==> src/rtl/hex_display_scheduler_pkg.sv <==
// Shared types and helpers for the RC4 key-search display scheduler.
// Holds the display mode encoding and the rotation-target search.
package rc4_disp_pkg;

   typedef enum logic [1:0] {
      SCAN  = 2'd0,
      FOUND = 2'd1,
      FAIL  = 2'd2
   } disp_mode_t;

   localparam int DEF_KEY_W = 24;

   // First index above sel (wrapping) whose done bit is clear; sel itself if none.
   function automatic logic [3:0] next_active(
      input logic [3:0]  sel,
      input logic [15:0] done_mask,
      input int          num_cores
   );
      logic [3:0] tgt;
      logic       hit;
      int         idx;
      tgt = sel;
      hit = 1'b0;
      for (int i = 1; i < 16; i++) begin
         if (i < num_cores && !hit) begin
            idx = (int'(sel) + i) % num_cores;
            if (!done_mask[idx[3:0]]) begin
               tgt = idx[3:0];
               hit = 1'b1;
            end
         end
      end
      return tgt;
   endfunction

endpackage

==> src/rtl/hex_display_scheduler_if.sv <==
// Core status in, display value out; the bench/cores drive master, scheduler is slave.
// Level signals only, no handshake: outputs are registered and qualified by refresh.
interface hex_display_scheduler_if #(
   parameter int NUM_CORES = 4,
   parameter int KEY_W     = rc4_disp_pkg::DEF_KEY_W
);
   import rc4_disp_pkg::*;

   localparam int SEL_W = (NUM_CORES > 1) ? $clog2(NUM_CORES) : 1;

   logic [NUM_CORES*KEY_W-1:0] core_key;
   logic [NUM_CORES-1:0]       core_done;
   logic [NUM_CORES-1:0]       core_found;
   logic                       hold;
   logic [KEY_W-1:0]           disp_key;
   logic [SEL_W-1:0]           disp_sel;
   disp_mode_t                 disp_mode;
   logic                       refresh;

   modport master (
      output core_key, core_done, core_found, hold,
      input  disp_key, disp_sel, disp_mode, refresh
   );

   modport slave (
      input  core_key, core_done, core_found, hold,
      output disp_key, disp_sel, disp_mode, refresh
   );

endinterface

==> src/rtl/hex_display_scheduler_rate_tick_gen.sv <==
// Single-clock enable pulse, high for one cycle every DIV cycles; replaces divided clocks.
// The tick is a decode of the registered counter, so it leads the DIV-th edge by one cycle.
module rate_tick_gen #(
   parameter int DIV = 4
)(
   input  logic i_clk,
   input  logic i_rst_n,
   output logic o_tick
);

   localparam int CW = (DIV > 1) ? $clog2(DIV) : 1;
   localparam logic [CW-1:0] LAST = CW'(DIV - 1);

   logic [CW-1:0] r_cnt;
   logic          w_wrap;

   assign w_wrap = (r_cnt == LAST);
   assign o_tick = w_wrap;

   always_ff @(posedge i_clk or negedge i_rst_n) begin
      if (!i_rst_n) begin
         r_cnt <= '0;
      end else if (w_wrap) begin
         r_cnt <= '0;
      end else begin
         r_cnt <= r_cnt + CW'(1);
      end
   end

endmodule

==> src/rtl/hex_display_scheduler.sv <==
// Shares one HEX display among the search cores: round-robin scan, sticky FOUND/FAIL.
// All outputs registered; found/fail show one cycle after the qualifying inputs.
module hex_display_scheduler #(
   parameter int NUM_CORES   = 4,
   parameter int KEY_W       = rc4_disp_pkg::DEF_KEY_W,
   parameter int REFRESH_DIV = 5_000_000,
   parameter int DWELL_TICKS = 5
)(
   input logic                    orig_clk,
   input logic                    reset_n,
   hex_display_scheduler_if.slave bus
);
   import rc4_disp_pkg::*;

   localparam int SEL_W = (NUM_CORES > 1) ? $clog2(NUM_CORES) : 1;
   localparam int DW_W  = (DWELL_TICKS > 1) ? $clog2(DWELL_TICKS) : 1;
   localparam logic [DW_W-1:0] DWELL_LAST = DW_W'(DWELL_TICKS - 1);

   disp_mode_t        r_state;
   logic [SEL_W-1:0]  r_sel;
   logic [KEY_W-1:0]  r_key;
   logic [DW_W-1:0]   r_dwell;
   logic              r_refresh;

   logic                 w_tick;
   logic [NUM_CORES-1:0] w_found_vec;
   logic                 w_any_found;
   logic                 w_all_done;
   logic [SEL_W-1:0]     w_found_idx;
   logic [KEY_W-1:0]     w_found_key;
   logic [KEY_W-1:0]     w_cur_key;
   logic [SEL_W-1:0]     w_next_sel;

   rate_tick_gen #(.DIV(REFRESH_DIV)) u_refresh_tick (
      .i_clk   (orig_clk),
      .i_rst_n (reset_n),
      .o_tick  (w_tick)
   );

   // A found bit only counts once the core also reports done.
   assign w_found_vec = bus.core_done & bus.core_found;
   assign w_any_found = |w_found_vec;
   assign w_all_done  = &bus.core_done;
   assign w_next_sel  = SEL_W'(next_active(4'(r_sel), 16'(bus.core_done), NUM_CORES));

   always_comb begin
      w_found_idx = '0;
      w_found_key = '0;
      for (int i = NUM_CORES - 1; i >= 0; i--) begin
         if (w_found_vec[i]) begin
            w_found_idx = SEL_W'(i);
            w_found_key = bus.core_key[i*KEY_W +: KEY_W];
         end
      end
   end

   always_comb begin
      w_cur_key = '0;
      for (int i = 0; i < NUM_CORES; i++) begin
         if (r_sel == SEL_W'(i)) begin
            w_cur_key = bus.core_key[i*KEY_W +: KEY_W];
         end
      end
   end

   always_ff @(posedge orig_clk or negedge reset_n) begin
      if (!reset_n) begin
         r_state   <= SCAN;
         r_sel     <= '0;
         r_key     <= '0;
         r_dwell   <= '0;
         r_refresh <= 1'b0;
      end else begin
         r_refresh <= w_tick;
         case (r_state)
            SCAN: begin
               if (w_any_found) begin
                  r_state   <= FOUND;
                  r_sel     <= w_found_idx;
                  r_key     <= w_found_key;
                  r_refresh <= 1'b1;
               end else if (w_all_done) begin
                  r_state   <= FAIL;
                  r_sel     <= '0;
                  r_key     <= '0;
                  r_refresh <= 1'b1;
               end else if (w_tick) begin
                  r_key <= w_cur_key;
                  if (!bus.hold) begin
                     if (r_dwell == DWELL_LAST) begin
                        r_dwell <= '0;
                        r_sel   <= w_next_sel;
                     end else begin
                        r_dwell <= r_dwell + 1'b1;
                     end
                  end
               end
            end
            default: ;
         endcase
      end
   end

   assign bus.disp_key  = r_key;
   assign bus.disp_sel  = r_sel;
   assign bus.disp_mode = r_state;
   assign bus.refresh   = r_refresh;

endmodule

==> src/flat_wrapper.sv <==
// flat-port wrapper written by rule: the top's interface ports become plain ports
module hex_display_scheduler_flat import rc4_disp_pkg::*;
#(
   parameter int NUM_CORES   = 4,
   parameter int KEY_W       = rc4_disp_pkg::DEF_KEY_W,
   parameter int REFRESH_DIV = 5_000_000,
   parameter int DWELL_TICKS = 5
)
  (orig_clk, reset_n, bus_core_key, bus_core_done, bus_core_found, bus_hold, bus_disp_key, bus_disp_sel, bus_disp_mode, bus_refresh);
  hex_display_scheduler_if #(.NUM_CORES(NUM_CORES), .KEY_W(KEY_W)) bus_i ();
  input logic orig_clk;
  input logic reset_n;
  input wire logic [$bits(bus_i.core_key)-1:0] bus_core_key;
  input wire logic [$bits(bus_i.core_done)-1:0] bus_core_done;
  input wire logic [$bits(bus_i.core_found)-1:0] bus_core_found;
  input wire logic [$bits(bus_i.hold)-1:0] bus_hold;
  output wire logic [$bits(bus_i.disp_key)-1:0] bus_disp_key;
  output wire logic [$bits(bus_i.disp_sel)-1:0] bus_disp_sel;
  output wire logic [$bits(bus_i.disp_mode)-1:0] bus_disp_mode;
  output wire logic [$bits(bus_i.refresh)-1:0] bus_refresh;
  assign bus_i.core_key = bus_core_key;
  assign bus_i.core_done = bus_core_done;
  assign bus_i.core_found = bus_core_found;
  assign bus_i.hold = bus_hold;
  assign bus_disp_key = bus_i.disp_key;
  assign bus_disp_sel = bus_i.disp_sel;
  assign bus_disp_mode = bus_i.disp_mode;
  assign bus_refresh = bus_i.refresh;
  hex_display_scheduler #(.NUM_CORES(NUM_CORES), .KEY_W(KEY_W), .REFRESH_DIV(REFRESH_DIV), .DWELL_TICKS(DWELL_TICKS)) u_core (.orig_clk(orig_clk), .reset_n(reset_n), .bus(bus_i));
endmodule
==> config.mk <==
export PLATFORM = sky130hd
export DESIGN_NAME = hex_display_scheduler_flat
export DESIGN_NICKNAME = d
export VERILOG_FILES = /design/src/rtl/hex_display_scheduler_pkg.sv /design/src/rtl/hex_display_scheduler_if.sv /design/src/rtl/hex_display_scheduler_rate_tick_gen.sv /design/src/rtl/hex_display_scheduler.sv /design/src/flat_wrapper.sv
export SDC_FILE = /design/constraint.sdc
export NUM_CORES = 1
export LEC_CHECK = 0
export ABC_AREA = 1
export CAP_MARGIN = 20
export CORE_MARGIN = 4
export CORE_UTILIZATION = 45
export CTS_BUF_LIST = sky130_fd_sc_hd__clkbuf_16
export CTS_CLUSTER_SIZE = 20
export DETAILED_ROUTE_END_ITERATION = 6
export GPL_TIMING_DRIVEN = 0
export PLACE_DENSITY_LB_ADDON = 0.3
export SETUP_SLACK_MARGIN = 0.05
export SYNTH_ARGS = -nofsm -noshare
export SYNTH_HDL_FRONTEND = slang
export SYNTH_SLANG_ARGS = --single-unit
==> constraint.sdc <==
create_clock -name orig_clk -period 1.5 [get_ports orig_clk]
set_input_delay 0.225 -clock orig_clk [delete_from_list [all_inputs] [get_ports orig_clk]]
set_output_delay 0.225 -clock orig_clk [all_outputs]
set_load 0.02 [all_outputs]
==> flow_metrics.env, run 1 <==
export IMPL_gr_total_overflow=0
export IMPL_nNetsFinal=1054
export IMPL_regArea_um2=1385
export IMPL_hold_class="in2async"
export IMPL_totalPowerFinal_uw=5316
export IMPL_grt_max_degree=42
export IMPL_status="finished with violations"
export IMPL_numCtsBuffers=5
export IMPL_internal_power_uw=3330
export IMPL_met1_usage_pct=36.49
export IMPL_max_freq_mhz=569.7
export IMPL_wl_um=19310
export IMPL_ios=136
export IMPL_gp_congestion=0.9731
export IMPL_synth_edf_count=0
export IMPL_htreeDepth=2
export IMPL_timing_critical_path_buf_inv=2
export IMPL_antenna_found_initial=0
export IMPL_end_kind="flip-flop"
export IMPL_relSlewSlack_pct=65.29
export IMPL_worst_slew_pin_slew_ns=0.5206
export IMPL_cts_tree="built"
export IMPL_grt_use_total_pct=27.16
export IMPL_clock_latency_ns=0.30
export IMPL_cts_sinks=55
export IMPL_clock_path_buffers=2
export IMPL_worst_setup_path_type="reg2reg"
export IMPL_clkTransAtPathRegs_ns=0.08
export IMPL_crit_path_start_kind="flip-flop"
export IMPL_initial_core_util_pct=46.63
export IMPL_synth_xor_area_share_pct=2.164
export IMPL_remaining_drc_errors=0
export IMPL_power_density_nw_per_um2=693.3
export IMPL_grt_setup_unrepaired="yes"
export IMPL_critPathArrivalTime_ns=2.00
export IMPL_die_area_um2=12520
export IMPL_post_route_period_util_pct=117.0
export IMPL_wl_per_cell_um=17.93
export IMPL_die_w_um=111.9
export IMPL_die_h_um=111.9
export IMPL_crit_chain="nand2_1, nor2_2, nand2_2, nor2_4, nand3_4, buf_12, nand2_8, buf_12, nand2_1, nand2_1"
export IMPL_netlist_instances=747
export IMPL_syn_nets=861
export IMPL_critPathTopFamily="simple AND/OR/NAND/NOR gates"
export IMPL_fillers=737
export IMPL_ys_types=39
export IMPL_setup_ws_ns=-0.2552
export IMPL_drive_gt1_share_pct=26.35
export IMPL_p_sw_uw=1986
export IMPL_drt_iter0_markers=692
export IMPL_ys_ff_latch=55
export IMPL_cts_root_buffer="clkbuf_16"
export IMPL_slowest_stage="dfrtp_1"
export IMPL_violations="setup timing"
export IMPL_hpwl_um=11980
export IMPL_slew_violations=0
export IMPL_synth_top_flop_cell="dfrtp_1"
export IMPL_switching_share_pct=37.36
export IMPL_port_buffers=135
export IMPL_pwr_share_clk_pct=23.2
export IMPL_cp_required_ns=1.74
export IMPL_hold_viol_final=0
export IMPL_synthAdderAreaFrac_pct=1.803
export IMPL_grt_pass1_vias=5730
export IMPL_max_cap_violations=0
export IMPL_synth_mux_area_share_pct=0
export IMPL_diodes=0
export IMPL_syn_area_per_cell_um2=6.502
export IMPL_synth_top_family_by_area="simple AND/OR/NAND/NOR gates"
export IMPL_dr_total_vias=6133
export IMPL_critPathMaxFanout=10
export IMPL_whs_ns=0.3870
export IMPL_grt_busiest_layer="met2"
export IMPL_syn2layout_area_growth_pct=57.86
export IMPL_grt_pass1_wl_um=28090
export IMPL_critical_path_depth=10
export IMPL_core_area_um2=10420
export IMPL_critical_path_max_stage_delay_ns=0.43
export IMPL_ys_warn_count=0
export IMPL_async_flop_share_pct=100.0
export IMPL_dr_pass1_iters=7
export IMPL_setup_viol=37
export IMPL_synth_compound_area_share_pct=12.70
export IMPL_comb_power_share_pct=44.1
export IMPL_critPathMostFrequentCell="nand2_1"
export IMPL_num_rows=37
export IMPL_multi_input_area_um2=3505
export IMPL_grt_use_met3_pct=4.728
export IMPL_yosysSeqAreaShare_pct=28.34
export IMPL_fin_crit_ns=1.755
export IMPL_p_seq_share_pct=32.7
export IMPL_final_area_um2=7667
export IMPL_viasPerCell=5.695
export IMPL_postPlaceCellArea_um2=6549
export IMPL_reg2reg_depth=10
export IMPL_grt_util_met2_pct=43.25
export IMPL_synth_cell_area_um2=4857
export IMPL_ant_nets=0
export IMPL_leakage_uw=0.003752
export IMPL_finalClockSkew_ns=0.007955
export IMPL_ir_drop_v=0.0005957
export IMPL_yosys_area_share_simple_pct=45.23
[sequential cells by signal (all words and copies together), names as in the netlist]
name / cells
u_core.u_refresh_tick.r_cnt: 23
u_core.bus.disp_mode: 2
u_core.bus.disp_sel: 2
u_core.r_dwell: 3
u_core.bus.refresh: 1
u_core.bus.disp_key: 24
[through the flow]
stage | setup TNS [ns] | util [%] | worst slack (ns) | std cells
2_1_floorplan | -0.8997 | - | -0.05045 | 747
3_3_place_gp | -101.75 | 62.73 | -1.758 | 1018
3_5_place_dp | -16.02 | 62.87 | -0.5668 | 1019
4_1_cts | -3.185 | 70.22 | -0.1517 | 1068
5_1_grt | -8.427 | 73.61 | -0.3150 | 1077
6_report | -5.746 | 73.61 | -0.2552 | 1077
[cells in the mapped netlist, types with 2 or more instances]
cell	number	area, um2
or2_1	2	12.51
nor2_2	3	18.77
o211ai_1	24	180.2
nand3_1	72	360.4
nand4_1	12	75.07
a21oi_1	49	245.2
buf_2	6	30.03
inv_2	6	22.52
nor2_1	97	364.1
xnor2_1	2	17.52
nand2_2	4	25.02
nand3_2	31	310.3
buf_12	2	40.04
nand2_8	3	60.06
nor3_1	8	40.04
nor2_4	2	22.52
o21ai_0	21	105.1
clkbuf_1	18	67.56
buf_1	2	7.510
o21ai_1	11	55.05
dfrtp_1	55	1376
nand2_1	219	822.0
ha_1	7	87.58
xor2_1	10	87.58
nand3b_1	2	15.01
buf_6	5	56.30
inv_1	62	232.7
[power by group through the flow]
stage / Combinational, uW / Sequential [uW] / Clock, uW
finish: 2340 / 1740 / 1230
global route: 2520 / 1760 / 1290
CTS: 2140 / 1730 / 1230
detailed placement: 2000 / 1770 / 0
global placement: 1990 / 1770 / 0
floorplan: 954 / 1930 / 0
[what timing repair did]
item,CTS,global route
pin swaps,23,33
buffers inserted,37,11
gates cloned,3,0
resized for setup,116,85
setup endpoints to repair,70,50
hold endpoints to repair,14,0
hold buffers,1,0
[cells by family after synthesis]
group / after synthesis
fa+ha+maj: 7
compound gates: 109
simple gates: 460
xor+xnor: 12
buf+inv: 104
flops: 55
[placed cells by master, fill, tap and decap left out, types with 30 or more instances in the layout]
master             n
a21oi_1           36
dlygate4sd2_1     30
nand2_1          189
nand3_1           52
nor2_1            84
clkdlybuf4s50_1  101
dfrtp_1           48
inv_1             56
buf_4             31
nand3_2           47
[layout make-up]
class                   count  share of cell area [%]
inverters                  70                   3.655
well taps                 136                   2.219
flip-flops and latches     55                   18.06
clock buffers               5                   1.632
repair buffers            186                   23.86
multi-input cells         588                   45.71
clock inverters             3                  0.2937
plain buffers              34                   4.569
[metal layers]
metal | part of all wire [%] | vias to the layer above
met1 | 40 | 2805
met5 | 0 | -
met4 | 4.6 | 0
met3 | 8.4 | 82
met2 | 47 | 417
li1 | - | 2829
[worst paths after layout]
path	from	endpoint	slack (ns)
setup / recovery	u_core.u_refresh_tick.r_cnt[5]	u_core.bus.disp_key[22]	-0.26
min in group orig_clk	u_core.bus.disp_key[18]	u_core.bus.disp_key[18]	0.52
hold reg to reg	u_core.bus.disp_key[18]	u_core.bus.disp_key[18]	0.52
max in group asynchronous	reset_n	u_core.bus.disp_sel[1]	0.55
setup reg to reg	u_core.u_refresh_tick.r_cnt[5]	u_core.bus.disp_key[22]	-0.26
hold / removal	reset_n	u_core.r_dwell[2]	0.39
No activity file was read; power rests on OpenSTA's default activity.
==> run 2: changes to the inputs <==
--- a/config.mk
+++ b/config.mk
@@ -7,7 +7,7 @@
 export LEC_CHECK = 0
 export ABC_AREA = 1
 export CAP_MARGIN = 20
-export CORE_MARGIN = 4
+export CORE_MARGIN = 3
 export CORE_UTILIZATION = 45
 export CTS_BUF_LIST = sky130_fd_sc_hd__clkbuf_16
 export CTS_CLUSTER_SIZE = 20
==> flow_metrics.env, run 2 (synthesis gave the netlist of run 1 again) <==
export IMPL_multi_input_area_um2=3490
export IMPL_critPathMostFrequentCell="nand2_1"
export IMPL_cts_tree="built"
export IMPL_clock_path_buffers=2
export IMPL_crit_path_start_kind="flip-flop"
export IMPL_layout_commonest_cell="nand2_1"
export IMPL_initial_core_util_pct=46.63
export IMPL_cts_sinks=55
export IMPL_cts_root_buffer="clkbuf_16"
export IMPL_regArea_um2=1388
export IMPL_setup_viol=37
export IMPL_hpwl_um=12080
export IMPL_totalPowerFinal_uw=5580
export IMPL_critical_path_max_stage_delay_ns=0.46
export IMPL_ant_nets=0
export IMPL_slew_violations=0
export IMPL_whs_ns=0.3961
export IMPL_viasPerCell=5.752
export IMPL_max_freq_mhz=585.8
export IMPL_setup_ws_ns=-0.2069
export IMPL_wl_per_cell_um=18.18
export IMPL_dr_total_vias=6241
export IMPL_port_buffers=135
export IMPL_grt_setup_unrepaired="yes"
export IMPL_post_route_period_util_pct=113.8
export IMPL_timing_critical_path_buf_inv=2
export IMPL_wl_um=19720
export IMPL_status="finished with violations"
export IMPL_slowest_stage="dfrtp_2"
export IMPL_die_area_um2=12080
export IMPL_ios=136
export IMPL_fin_util_pct=74.82
export IMPL_hold_viol_final=0
export IMPL_final_area_um2=7794
export IMPL_fin_crit_ns=1.707
export IMPL_gp_congestion=0.9256
export IMPL_max_cap_violations=0
export IMPL_htreeDepth=2
export IMPL_syn2layout_area_growth_pct=60.46
export IMPL_critPathMaxFanout=6
export IMPL_remaining_drc_errors=0
export IMPL_die_w_um=109.9
export IMPL_largest_reg_flops=24
export IMPL_crit_path_start="u_core.bus.disp_sel[1]"
export IMPL_clkTransAtPathRegs_ns=0.08
export IMPL_grt_pass1_vias=5658
export IMPL_drt_iter0_markers=716
export IMPL_leakage_uw=0.003748
export IMPL_gr_total_overflow=0
export IMPL_crit_chain="inv_4, ha_4, inv_6, nand2_8, nor2_1, a21oi_1, o21ai_1, nand2_1, nand3_2, nand2_2, nand2_1"
export IMPL_clock_latency_ns=0.31
export IMPL_critPathTopFamily="simple AND/OR/NAND/NOR gates"
export IMPL_hold_class="in2async"
export IMPL_worst_setup_path_type="reg2reg"
export IMPL_relSlewSlack_pct=61.30
export IMPL_drive_gt1_share_pct=28.13
export IMPL_antenna_found_initial=0
export IMPL_dr_pass1_iters=5
export IMPL_grt_max_degree=41
export IMPL_dp_slack_ns=-0.5630
export IMPL_numCtsBuffers=5
export IMPL_grt_use_total_pct=28.96
export IMPL_critPathArrivalTime_ns=1.91
export IMPL_nNetsFinal=1062
export IMPL_worst_slew_pin_slew_ns=0.5805
export IMPL_end_kind="flip-flop"
export IMPL_fillers=753
export IMPL_num_rows=37
export IMPL_layout_common_cells="nand2_1, clkdlybuf4s50_1, nor2_1, inv_1, nand3_1"
export IMPL_power_density_nw_per_um2=716.0
export IMPL_grt_pass1_wl_um=27630
export IMPL_core_area_um2=10420
export IMPL_die_h_um=109.9
export IMPL_rrSetupSlack_ns=-0.21
export IMPL_cp_required_ns=1.70
export IMPL_diodes=0
export IMPL_ir_drop_v=0.0005486
export IMPL_r2r_start="u_core.bus.disp_sel[1]"
export IMPL_violations="setup timing"
export IMPL_finalClockSkew_ns=0.01077
export IMPL_postPlaceCellArea_um2=6549
[run 2: metal layers]
metal / global-route usage [%] / up-vias / part of all wire (%)
li1: - / 2851 / -
met4: 12.11 / 0 / 4.4
met5: 0 / - / 0
met2: 45.88 / 415 / 47
met1: 38.65 / 2885 / 39
met3: 5.402 / 90 / 9.9
[run 2: timing repair]
action / CTS / global route
setup buffers: 31 / 20
gates cloned: 4 / 2
pin swaps: 21 / 56
setup endpoints to repair: 68 / 45
hold buffers: 1 / 0
hold endpoints to repair: 15 / 0
gates resized for setup: 113 / 95
[run 2: power by group]
group          leakage, uW  total, uW  internal, uW  switching (uW)
Clock            0.0000812       1360           784             579
Sequential        0.000692       1750          1630             123
Combinational      0.00297       2470          1160            1310
Total              0.00375       5580          3570            2010
[run 2: final timing paths]
check / endpoint / cells past startpoint
setup / recovery: u_core.bus.disp_key[0] / 11
hold reg to reg: u_core.bus.disp_key[7] / 2
min in group orig_clk: u_core.bus.disp_key[7] / 2
max in group asynchronous: u_core.bus.disp_sel[0] / 3
hold / removal: u_core.bus.disp_key[15] / 2
setup reg to reg: u_core.bus.disp_key[0] / 11
[run 2: worst register-to-register path, delay by kind of cell, from the launching register on]
kind | cells | cell delay (ns)
AO/OA/AOI/OAI | 2 | 0.32
adder cells (fa/ha/maj) | 1 | 0.18
buffers and inverters | 2 | 0.15
flip-flops | 1 | 0.46
AND/OR/NAND/NOR | 6 | 0.51
[run 2: stage by stage]
| step | setup TNS, ns | std cells |
|---|---|---|
| 2_1_floorplan | -0.8997 | 747 |
| 3_3_place_gp | -103.55 | 1018 |
| 5_1_grt | -7.466 | 1085 |
| 6_report | -4.589 | 1085 |
| 4_1_cts | -2.152 | 1063 |
| 3_5_place_dp | -16.19 | 1019 |
[run 2: layout make-up]
| type | instances | share of cell area, % |
|---|---|---|
| Clock buffer | 5 | 1.605 |
| Tap cell | 136 | 2.183 |
| Timing Repair Buffer | 194 | 24.76 |
| Multi-Input combinational cell | 588 | 44.77 |
| Clock inverter | 3 | 0.5298 |
| Buffer | 34 | 4.591 |
| Inverter | 70 | 3.757 |
| Sequential cell | 55 | 17.80 |
==> run 3: changes to the inputs <==
--- a/config.mk
+++ b/config.mk
@@ -8,7 +8,7 @@
 export ABC_AREA = 1
 export CAP_MARGIN = 20
 export CORE_MARGIN = 3
-export CORE_UTILIZATION = 45
+export CORE_UTILIZATION = 44
 export CTS_BUF_LIST = sky130_fd_sc_hd__clkbuf_16
 export CTS_CLUSTER_SIZE = 20
 export DETAILED_ROUTE_END_ITERATION = 6
@@ -17,4 +17,6 @@
 export SETUP_SLACK_MARGIN = 0.05
 export SYNTH_ARGS = -nofsm -noshare
 export SYNTH_HDL_FRONTEND = slang
+export SYNTH_HIERARCHICAL = 1
 export SYNTH_SLANG_ARGS = --single-unit
+export TNS_END_PERCENT = 30
==> flow_metrics.env, run 3 <==
export IMPL_final_area_um2=6766
export IMPL_yosys_area_top_type="dfrtp_1"
export IMPL_fin_crit_ns=1.929
export IMPL_ios=136
export IMPL_grt_pass1_vias=5570
export IMPL_synth_edf_count=0
export IMPL_worst_setup_path_type="reg2reg"
export IMPL_remaining_drc_errors=0
export IMPL_core_area_um2=10370
export IMPL_synth_top_flop_cell="dfrtp_1"
export IMPL_hold_viol_final=0
export IMPL_syn_area_per_cell_um2=6.090
export IMPL_violations="setup timing"
export IMPL_antenna_found_initial=0
export IMPL_diodes=0
export IMPL_relSlewSlack_pct=62.51
export IMPL_synth_cell_area_um2=4720
export IMPL_ys_warn_count=6
export IMPL_gr_total_overflow=0
export IMPL_critPathTopFamily="simple AND/OR/NAND/NOR gates"
export IMPL_ys_ff_latch=55
export IMPL_crit_chain="ha_4, nand2_4, nor2_8, nand2_4, nor2_4, nand3_4, clkinv_4, nand3b_1, or2_4, nand2_4, o21a_1, a21oi_2"
export IMPL_dr_total_vias=5918
export IMPL_ys_types=36
export IMPL_fillers=947
export IMPL_slowest_stage="dfrtp_1"
export IMPL_netlist_instances=775
export IMPL_critPathArrivalTime_ns=2.11
export IMPL_finalNonFillerCells=1079
export IMPL_critical_path_max_stage_delay_ns=0.40
export IMPL_ir_drop_v=0.0005240
export IMPL_finalClockSkew_ns=0.008005
export IMPL_wl_per_cell_um=15.46
export IMPL_crit_path_start_kind="flip-flop"
export IMPL_die_w_um=109.6
export IMPL_setup_ws_ns=-0.4291
export IMPL_viasPerCell=5.485
export IMPL_critPathMaxFanout=3
export IMPL_setup_viol=31
export IMPL_hold_class="in2async"
export IMPL_clkTransAtPathRegs_ns=0.08
export IMPL_dp_cells=1047
export IMPL_end_kind="flip-flop"
export IMPL_grt_pass1_wl_um=27030
export IMPL_port_buffers=135
export IMPL_fin_util_pct=65.25
export IMPL_htreeDepth=2
export IMPL_status="finished with violations"
export IMPL_dp_slack_ns=-0.6537
export IMPL_power_density_nw_per_um2=773.2
export IMPL_drt_iter0_markers=499
export IMPL_multi_input_area_um2=2895
export IMPL_critPathMostFrequentCell="nand2_4"
export IMPL_num_rows=37
export IMPL_slew_violations=0
export IMPL_nNetsFinal=1056
export IMPL_synth_top_cell_area_share_pct=29.16
export IMPL_gp_congestion=0.9475
export IMPL_layout_commonest_cell="nand2_1"
export IMPL_async_flop_share_pct=100.0
export IMPL_grt_setup_unrepaired="yes"
export IMPL_drive_gt1_share_pct=11.56
export IMPL_numCtsBuffers=5
export IMPL_wl_um=16690
export IMPL_synth_common_cells="nand2_1, a21oi_1, inv_1"
export IMPL_cts_root_buffer="clkbuf_16"
export IMPL_timing_critical_path_buf_inv=1
export IMPL_worst_slew_pin_slew_ns=0.5623
export IMPL_die_area_um2=12000
export IMPL_max_freq_mhz=518.4
export IMPL_rrSetupSlack_ns=-0.43
export IMPL_leakage_uw=0.003499
export IMPL_hpwl_um=12200
export IMPL_postPlaceCellArea_um2=6300
export IMPL_syn_nets=889
export IMPL_synth_most_common_cell="nand2_1"
export IMPL_max_cap_violations=0
export IMPL_regArea_um2=1380
export IMPL_clock_path_buffers=2
export IMPL_grt_max_degree=40
export IMPL_synthTopCellsByArea="dfrtp_1, nand2_1, a21oi_1, inv_1, nor2_1"
export IMPL_layout_common_cells="nand2_1, a21oi_1, inv_1, clkdlybuf4s50_1, nor2_1"
export IMPL_initial_core_util_pct=45.51
export IMPL_cts_sinks=55
export IMPL_cp_required_ns=1.68
export IMPL_grt_use_total_pct=28.36
export IMPL_largest_reg_flops=24
export IMPL_post_route_period_util_pct=128.6
export IMPL_cts_tree="built"
export IMPL_syn2layout_area_growth_pct=43.37
export IMPL_yosysSeqAreaShare_pct=29.16
export IMPL_dr_pass1_iters=5
export IMPL_die_h_um=109.6
export IMPL_clock_latency_ns=0.30
export IMPL_ant_nets=0
[run 3: path summary, 6_finish.rpt]
path	startpoint	endpoint	depth (start not counted)
hold / removal	reset_n	u_core/bus.disp_key[18]	2
hold reg to reg	u_core/bus.disp_key[16]	u_core/bus.disp_key[16]	2
min in group orig_clk	u_core/bus.disp_key[16]	u_core/bus.disp_key[16]	2
setup reg to reg	u_core/u_refresh_tick/r_cnt[1]	u_core/bus.disp_sel[1]	12
max in group asynchronous	reset_n	u_core/bus.disp_sel[1]	3
setup / recovery	u_core/u_refresh_tick/r_cnt[1]	u_core/bus.disp_sel[1]	12
[run 3: metrics by stage]
step | hold WS [ns] | TNS (ns) | power (uW)
2_1_floorplan | -0.07059 | -6.499 | 2998
3_3_place_gp | 0.4617 | -105.33 | 3966
3_5_place_dp | 0.1921 | -18.31 | 3987
4_1_cts | 0.4116 | -9.360 | 5203
5_1_grt | 0.4411 | -13.50 | 5541
6_report | 0.4025 | -10.29 | 5232
[run 3: timing repair]
| action | CTS | global route |
|---|---|---|
| setup buffers | 20 | 2 |
| endpoints found under the setup margin | 69 | 48 |
| pin swaps | 11 | 9 |
| resized for setup | 69 | 17 |
| hold buffers | 1 | 0 |
| gates cloned | 1 | 0 |
| hold endpoints to repair | 16 | 0 |
[run 3: power breakdown]
part	switching, uW	leakage, uW	total (uW)	internal [uW]
sequential	117	0.000689	1750	1640
combinational	1310	0.00273	2240	926
clock	596	0.0000767	1240	645
[run 3: logic make-up after synthesis]
family,count (synthesis),share of synthesized area (%)
compound gates,171,18.98
xor+xnor,10,1.856
fa+ha+maj,7,1.856
buf+inv,143,11.96
flops,55,29.16
simple gates,389,36.19
[run 3: worst reg2reg max path, stage by stage (launching register included)]
cell and delay (ns):
dfrtp_1 0.40, ha_4 0.16, nand2_4 0.07, nor2_8 0.11, nand2_4 0.06, nor2_4 0.12
nand3_4 0.11, clkinv_4 0.08, nand3b_1 0.13, or2_4 0.30, nand2_4 0.07, o21a_1 0.15
a21oi_2 0.06
[run 3: final cells by class]
cell class | instances | area share [%]
Tap cell | 136 | 2.515
Buffer | 34 | 3.365
Inverter | 109 | 6.213
Clock inverter | 3 | 0.4253
Timing Repair Buffer | 160 | 22.45
Multi-Input combinational cell | 577 | 42.79
Clock buffer | 5 | 1.849
Sequential cell | 55 | 20.40
[run 3: layer usage]
metal | part of all wire, % | vias to the layer above | GRT usage [%] | wire (um)
met5 | 0 | - | 0 | 0
met3 | 11 | 48 | 4.521 | 1776
met2 | 46 | 371 | 46.21 | 7713
li1 | - | 2827 | - | -
met1 | 39 | 2672 | 37.67 | 6577
met4 | 3.7 | 0 | 11.13 | 618
